==> config.mk <==
export PLATFORM = sky130hd
export DESIGN_NAME = shift_arbiter
export DESIGN_NICKNAME = d
export VERILOG_FILES = /design/src/rtl/shift_arbiter.sv
export SDC_FILE = /design/constraint.sdc
export NUM_CORES = 1
export LEC_CHECK = 0
export BUFFER_PORTS_ARGS = -buffer_cell sky130_fd_sc_hd__buf_2
export CORE_MARGIN = 1
export CORE_UTILIZATION = 25
export DETAILED_ROUTE_END_ITERATION = 16
export PLACE_DENSITY = 0.54
export SLEW_MARGIN = 5
export SYNTH_ARGS = -nofsm -noshare
export SYNTH_HDL_FRONTEND = slang
export SYNTH_SLANG_ARGS = --single-unit
==> constraint.sdc <==
create_clock -name clk -period 3.7 [get_ports clk]
set_input_delay 0.74 -clock clk [delete_from_list [all_inputs] [get_ports clk]]
set_output_delay 0.74 -clock clk [all_outputs]
set_load 0.005 [all_outputs]
==> src/rtl/shift_arbiter.sv <==
// Two-port arbiter in front of a shared combinational barrel shifter.
// Port 0 (ALU) has priority; port 1 (mul/div sequencer) is starvation-guarded and its result can be held.
module shift_arbiter #(
  parameter int unsigned STARVE_LIMIT = 4
) (
  input  logic        clk,
  input  logic        rst,
  input  logic        req0_valid,
  output logic        req0_ready,
  input  logic [31:0] req0_a,
  input  logic [4:0]  req0_shamt,
  input  logic [4:0]  req0_type,
  input  logic        req1_valid,
  output logic        req1_ready,
  input  logic [31:0] req1_a,
  input  logic [4:0]  req1_shamt,
  input  logic [4:0]  req1_type,
  input  logic [3:0]  req1_tag,
  output logic        rsp0_valid,
  output logic [31:0] rsp0_r,
  output logic        rsp1_valid,
  input  logic        rsp1_ready,
  output logic [31:0] rsp1_r,
  output logic [3:0]  rsp1_tag,
  output logic [31:0] sh_a,
  output logic [4:0]  sh_shamt,
  output logic [4:0]  sh_type,
  input  logic [31:0] sh_r
);

  typedef enum logic {IDLE, HOLD1} state_t;

  localparam logic [3:0] LIMIT = 4'(STARVE_LIMIT);

  state_t      state, state_nxt;
  logic        stage_v, owner;
  logic [31:0] st_a;
  logic [4:0]  st_shamt, st_type;
  logic [3:0]  st_tag;
  logic [31:0] hold_r;
  logic [3:0]  hold_tag;
  logic [3:0]  starve_cnt;

  logic busy1, starve, grant0, grant1, stage1_v, capture;

  // Port 1 may have only one op in flight: either in the stage or parked in the hold regs.
  assign busy1    = (stage_v & owner) | (state == HOLD1);
  assign starve   = (starve_cnt == LIMIT);
  assign grant1   = req1_valid & ~busy1 & (~req0_valid | starve);
  assign grant0   = req0_valid & ~grant1;
  assign stage1_v = stage_v & owner;

  assign req0_ready = ~grant1;
  assign req1_ready = ~busy1 & (~req0_valid | starve);

  assign sh_a     = st_a;
  assign sh_shamt = st_shamt;
  assign sh_type  = st_type;

  assign rsp0_valid = stage_v & ~owner;
  assign rsp0_r     = sh_r;

  always_comb begin
    // NOTE: every output of this block gets a default first, so no path can infer a latch.
    state_nxt  = state;
    capture    = 1'b0;
    rsp1_valid = 1'b0;
    rsp1_r     = sh_r;
    rsp1_tag   = st_tag;
    case (state)
      IDLE: begin
        rsp1_valid = stage1_v;
        if (stage1_v && !rsp1_ready) begin
          capture   = 1'b1;
          state_nxt = HOLD1;
        end
      end
      HOLD1: begin
        rsp1_valid = 1'b1;
        rsp1_r     = hold_r;
        rsp1_tag   = hold_tag;
        if (rsp1_ready) state_nxt = IDLE;
      end
      default: state_nxt = IDLE;
    endcase
  end

  // NOTE: all state is updated with non-blocking assignments so every register samples pre-edge values.
  always_ff @(posedge clk) begin
    if (rst) begin
      state      <= IDLE;
      stage_v    <= 1'b0;
      owner      <= 1'b0;
      st_a       <= '0;
      st_shamt   <= '0;
      st_type    <= '0;
      st_tag     <= '0;
      hold_r     <= '0;
      hold_tag   <= '0;
      starve_cnt <= '0;
    end else begin
      state   <= state_nxt;
      stage_v <= grant0 | grant1;
      if (grant1) begin
        owner    <= 1'b1;
        st_a     <= req1_a;
        st_shamt <= req1_shamt;
        st_type  <= req1_type;
        st_tag   <= req1_tag;
      end else if (grant0) begin
        owner    <= 1'b0;
        st_a     <= req0_a;
        st_shamt <= req0_shamt;
        st_type  <= req0_type;
      end
      if (capture) begin
        hold_r   <= sh_r;
        hold_tag <= st_tag;
      end
      // Counts only cycles where port 1 could have gone but port 0 took the shifter.
      if (!req1_valid || grant1)
        starve_cnt <= '0;
      else if (!busy1 && !starve)
        starve_cnt <= starve_cnt + 4'd1;
    end
  end

endmodule

==> run metrics, run 1 <==
sequential share of the synthesized area 0.434; drt pass-1 iters 4; final core occ 0.347; Post-DP HPWL just over 8 mm; largest net degree at the start of global routing 47; most common cell after layout, fill and taps aside buf_2; Worst-Margin Slew roughly 1.0 ns; vias in the first global route about 3500; CTS max path bufs 2; core area ~16000 um^2; P&R area growth vs syn 35.1%; unrepaired setup endpoints after global routing false; DRT Wirelength between 10 and 15 mm; R2R Setup Slk 1.21 ns; CTS tree done; Clk pin slew, worst setup/hold paths around 0.060 ns; Rel. slew slack 0.318; Non-Filler Instances 834; Startpoint Class flop; Synth Cell Area between 4000 and 5000 um^2; Vias/cell between 4 and 5; remaining global-route overflow 0; syn avg cell area a little under 10 um^2; Initial DRC Count 85; n_diodes 0; initial core utilization 0.257; PnR worst setup slack 1.05 ns; H-Tree Depth 3; clk sinks 89; highest-count cells in the layout ignoring fill and taps buf_2, dfxtp_1, nand2_1; WP data required 2.96 ns; Worst EP arrival 1.91 ns; Die H 130 um; Setup Crit Path Kind reg -> out; Avg WL per Cell about 14 um; Yosys warning count 0; maxcap violations 0; status finished, final reports clean; hold violation total from the final report 0; Yosys reg bits around 90; Worst Hold Depth 2; via count about 3700; crit-path max FO 39; worst skew pair latency between 0.3 and 0.4 ns; CP Capture Type output port; GP Congestion between 0.7 and 0.8; DP Cell Count 819; Die Width approximately 130 um; number of cell rows 46; crit path time final around 2.7 ns; Post-CTS Setup Bufs 0; I/O Buffers 238; Peak VDD IR roughly 0.21 mV; io pins 239; Setup Total Neg Slack 0 ns; HP Class reg -> reg; CTS Buf Count 9; Yosys cell types 29; final setup fails 0; f_max roughly 380 MHz; layout cells sized above 1 0.484; Hold Buf Count CTS 0; initial antenna violation count 1; DRC 0; gr usage total 0.135; period utilisation layout 0.717; DRT antenna net count 0; Slew Limit Fails 0; Power Total between 0.002 and 0.0025 W; Worst Clk Skew ~0.0064 ns; Setup WS pre-CTS between 1 and 1.5 ns; Post-CTS Resized 0; Worst Reg-to-Reg Cells 6; Cells after Synth about 420; nets around 740; clk root buf clkbuf_16; Syn Nets 550; die area ~17000 um^2; P_leak approximately 2.4 nW; power per cell area 422 nW/um^2; first-pass GRT wire length between 15 and 20 mm
## Yosys cell counts
cell type | n | area [um^2]
nand3_1 | 3 | 15.0
buf_2 | 6 | 30.0
mux2_2 | 36 | 405
a211oi_2 | 1 | 12.5
clkbuf_1 | 17 | 63.8
nand2_1 | 75 | 282
nor3_1 | 1 | 5.00
nor3_2 | 1 | 10.0
inv_1 | 5 | 18.8
buf_4 | 32 | 240
mux2i_1 | 46 | 460
clkbuf_4 | 1 | 7.51
o2bb2ai_1 | 42 | 368
dfxtp_1 | 89 | 1780
nor2_1 | 8 | 30.0
xor2_1 | 2 | 17.5
buf_6 | 4 | 45.0
nand3b_1 | 1 | 7.51
inv_2 | 1 | 3.75
or3_1 | 2 | 12.5
ha_1 | 2 | 25.0
nor2b_1 | 1 | 6.26
xnor2_1 | 1 | 8.76
buf_1 | 2 | 7.51
nand2b_1 | 2 | 12.5
and3_1 | 1 | 6.26
a21oi_4 | 1 | 16.3
a21oi_1 | 39 | 195
a21o_1 | 1 | 7.51
## metal layers
layer	vias up	part of all wire	track usage
li1	1827	-	-
met1	1632	0.41	0.147
met2	183	0.48	0.236
met3	16	0.084	0.0431
met4	2	0.022	0.0691
met5	-	0.00087	0
## per-stage QoR
step / hold WS (ns) / area [um^2]
finish: 0.454 / 5540
global placement: 0.438 / 5220
global route: 0.472 / 5540
CTS: 0.453 / 5540
detailed placement: 0.441 / 5220
floorplan: 0.433 / 4100
## worst paths after layout
path                                     to   startpoint
worst max-delay path            rsp1_tag[3]        state
worst min-delay path            hold_tag[3]  hold_tag[3]
worst max register to register      sh_a[7]        state
worst min register to register  hold_tag[3]  hold_tag[3]
## final cells by class
type	count	area (um^2)
inverters	6	22.5
multi-input cells	266	1920
clock inverters	6	92.6
repair buffers	242	1220
flip-flops and latches	89	1780
fillers	1626	10400
clock buffers	9	225
well taps	216	270
## cell families (layout without fill, tap and decap cells)
| group | after synthesis | in the layout | share of synthesized area |
|---|---|---|---|
| XOR/XNOR | 3 | 3 | 0.00641 |
| flip-flops | 89 | 89 | 0.434 |
| AND/OR/NAND/NOR | 95 | 95 | 0.0943 |
| buffers and inverters | 68 | 263 | 0.102 |
| multiplexers | 82 | 82 | 0.211 |
| AO/OA/AOI/OAI | 84 | 84 | 0.146 |
| adder cells (fa/ha/maj) | 2 | 2 | 0.00610 |
## critical path: stages (launching register included)
cell     delay [ns]
dfxtp_2        1.00
mux2_2         0.42
buf_2          0.14
## sequential cells by signal (all words and copies together) (netlist names)
name	flops
state	1
starve_cnt	4
owner	1
sh_a	32
sh_type	5
hold_tag	4
sh_shamt	5
stage_v	1
hold_r	32
st_tag	4
## report_power, final
group	switching (W)	internal [W]	total [W]
sequential	0.0000291	0.00100	0.00103
combinational	0.000149	0.000166	0.000315
clock	0.000395	0.000591	0.000986
No activity file was read; power rests on OpenSTA's default activity.
==> run 2, diff against run 1 <==
--- a/config.mk
+++ b/config.mk
@@ -9,7 +9,7 @@
 export CORE_MARGIN = 1
 export CORE_UTILIZATION = 25
 export DETAILED_ROUTE_END_ITERATION = 16
-export PLACE_DENSITY = 0.54
+export PLACE_DENSITY = 0.56
 export SLEW_MARGIN = 5
 export SYNTH_ARGS = -nofsm -noshare
 export SYNTH_HDL_FRONTEND = slang
==> constraint.sdc (replaced) <==
create_clock -name clk -period 2.3 [get_ports clk]
set_input_delay 0.46 -clock clk [delete_from_list [all_inputs] [get_ports clk]]
set_output_delay 0.46 -clock clk [all_outputs]
set_load 0.005 [all_outputs]
==> run metrics, run 2 (synthesized netlist as in run 1, its figures left out) <==
status finished, final reports clean; H-Tree Depth 3; layout cells sized above 1 0.490; maxcap violations 0; Setup Total Neg Slack 0 ns; unrepaired setup endpoints after global routing false; initial core utilization 0.257; final setup fails 0; Slew Limit Fails 0; Worst setup endpoint req0_ready; largest net degree at the start of global routing 47; DRT Wirelength about 12 mm; Post-DP HPWL around 8.2 mm; first-pass GRT wire length between 15 and 20 mm; R2R Setup Slk 0.30 ns; via count around 3600; CTS Buf Count 9; Hold Buf Count CTS 0; CTS tree done; Critical Path Start starve_cnt[0]; internal power about 0.0028 W; Reg2Reg Launch Point starve_cnt[0]; CP Capture Type output port; switching pwr 0.000980 W; Worst Reg-to-Reg Cells 7; Worst Clk Skew 0.00626 ns; Rel. slew slack 0.748; drt pass-1 iters 4; Worst-Margin Slew approximately 0.38 ns; Worst EP arrival 1.75 ns; sw frac 0.262; Setup Crit Path Kind reg -> out; power share of the combinational group 0.140; Fin Hold WS about 0.32 ns; Clk pin slew, worst setup/hold paths ~0.07 ns; Die Width around 130 um; remaining global-route overflow 0; clk root buf clkbuf_16; Post-CTS Resized 0; final core occ 0.353; Reg power frac 0.443; DP Cell Count 825; Vias/cell 4.32; f_max ~450 MHz; Peak VDD IR 0.306 mV; power per cell area between 600 and 700 nW/um^2; DRT antenna net count 0; Clk network pwr share 0.417; io pins about 240; Post-CTS Setup Bufs 0; Avg WL per Cell around 14 um; crit-path max FO 6; hold violation total from the final report 0; highest-count cells in the layout ignoring fill and taps buf_2, dfxtp_1, nand2_1; most common cell after layout, fill and taps aside buf_2; Critical R2R Capture sh_type[0]; Startpoint Class flop; Die H 130 um; HP Class in -> reg; period utilisation layout 0.961; P&R area growth vs syn 37.2%; die area between 15000 and 20000 um^2; gr usage total 0.133; Non-Filler Instances about 840; n_diodes 0; WP data required between 1.5 and 2 ns; nets approximately 750; Initial DRC Count 72; I/O Buffers 238; initial antenna violation count 2; Post-DP Area 5320 um^2; crit path time final between 2 and 2.5 ns; vias in the first global route 3277; worst skew pair latency ~0.35 ns; Final Instance Area between 5000 and 6000 um^2; DRC 0; CTS max path bufs 2; number of cell rows 46; clk sinks 89; GP Congestion between 0.8 and 0.9; core area 15900 um^2; P_leak between 2 and 2.5 nW
[run 2: area by class of cell]
class                           instances  area (um^2)
Sequential cell                        89         1780
Multi-Input combinational cell        266         1920
Inverter                                6         22.5
Tap cell                              216          270
Clock inverter                          7         86.3
Timing Repair Buffer                  248         1320
Fill cell                            1637        10300
Clock buffer                            9          225
[run 2: stage by stage]
step	worst slack, ns	power [W]
floorplan	0.456	0.00196
global placement	0.368	0.00222
detailed placement	0.348	0.00222
CTS	0.0705	0.00383
global route	0.0168	0.00394
finish	0.0903	0.00374
[run 2: layer usage]
metal / up-vias / share of wire / global-route usage
li1: 1843 / - / -
met1: 1595 / 0.43 / 0.156
met2: 167 / 0.46 / 0.215
met3: 23 / 0.079 / 0.0426
met4: 4 / 0.030 / 0.0746
met5: - / 0.0019 / 0
[run 2: how the worst min path moves through the flow]
stage	from	end	slack, ns	cells past startpoint
6_report	rsp1_ready	state	0.32	2
3_5_place_dp	sh_a[17]	sh_a[17]	0.44	1
5_1_grt	rsp1_ready	state	0.32	2
2_1_floorplan	hold_r[0]	hold_r[0]	0.43	2
4_1_cts	rsp1_ready	state	0.31	2
3_3_place_gp	hold_tag[1]	hold_tag[1]	0.44	2
[run 2: worst max-delay path: stages (launching register included)]
cell	delay (ns)
dfxtp_1	0.32
inv_1	0.09
ha_1	0.15
nand3b_1	0.23
a211oi_4	0.36
inv_1	0.11
buf_2	0.14
[run 2: power groups by stage]
stage | Sequential, W | Clock [W] | Combinational (W)
6_report | 0.00166 | 0.00156 | 0.000525
5_1_grt | 0.00166 | 0.00169 | 0.000582
4_1_cts | 0.00166 | 0.00163 | 0.000537
3_5_place_dp | 0.00169 | 0 | 0.000536
3_3_place_gp | 0.00169 | 0 | 0.000534
2_1_floorplan | 0.00169 | 0 | 0.000268
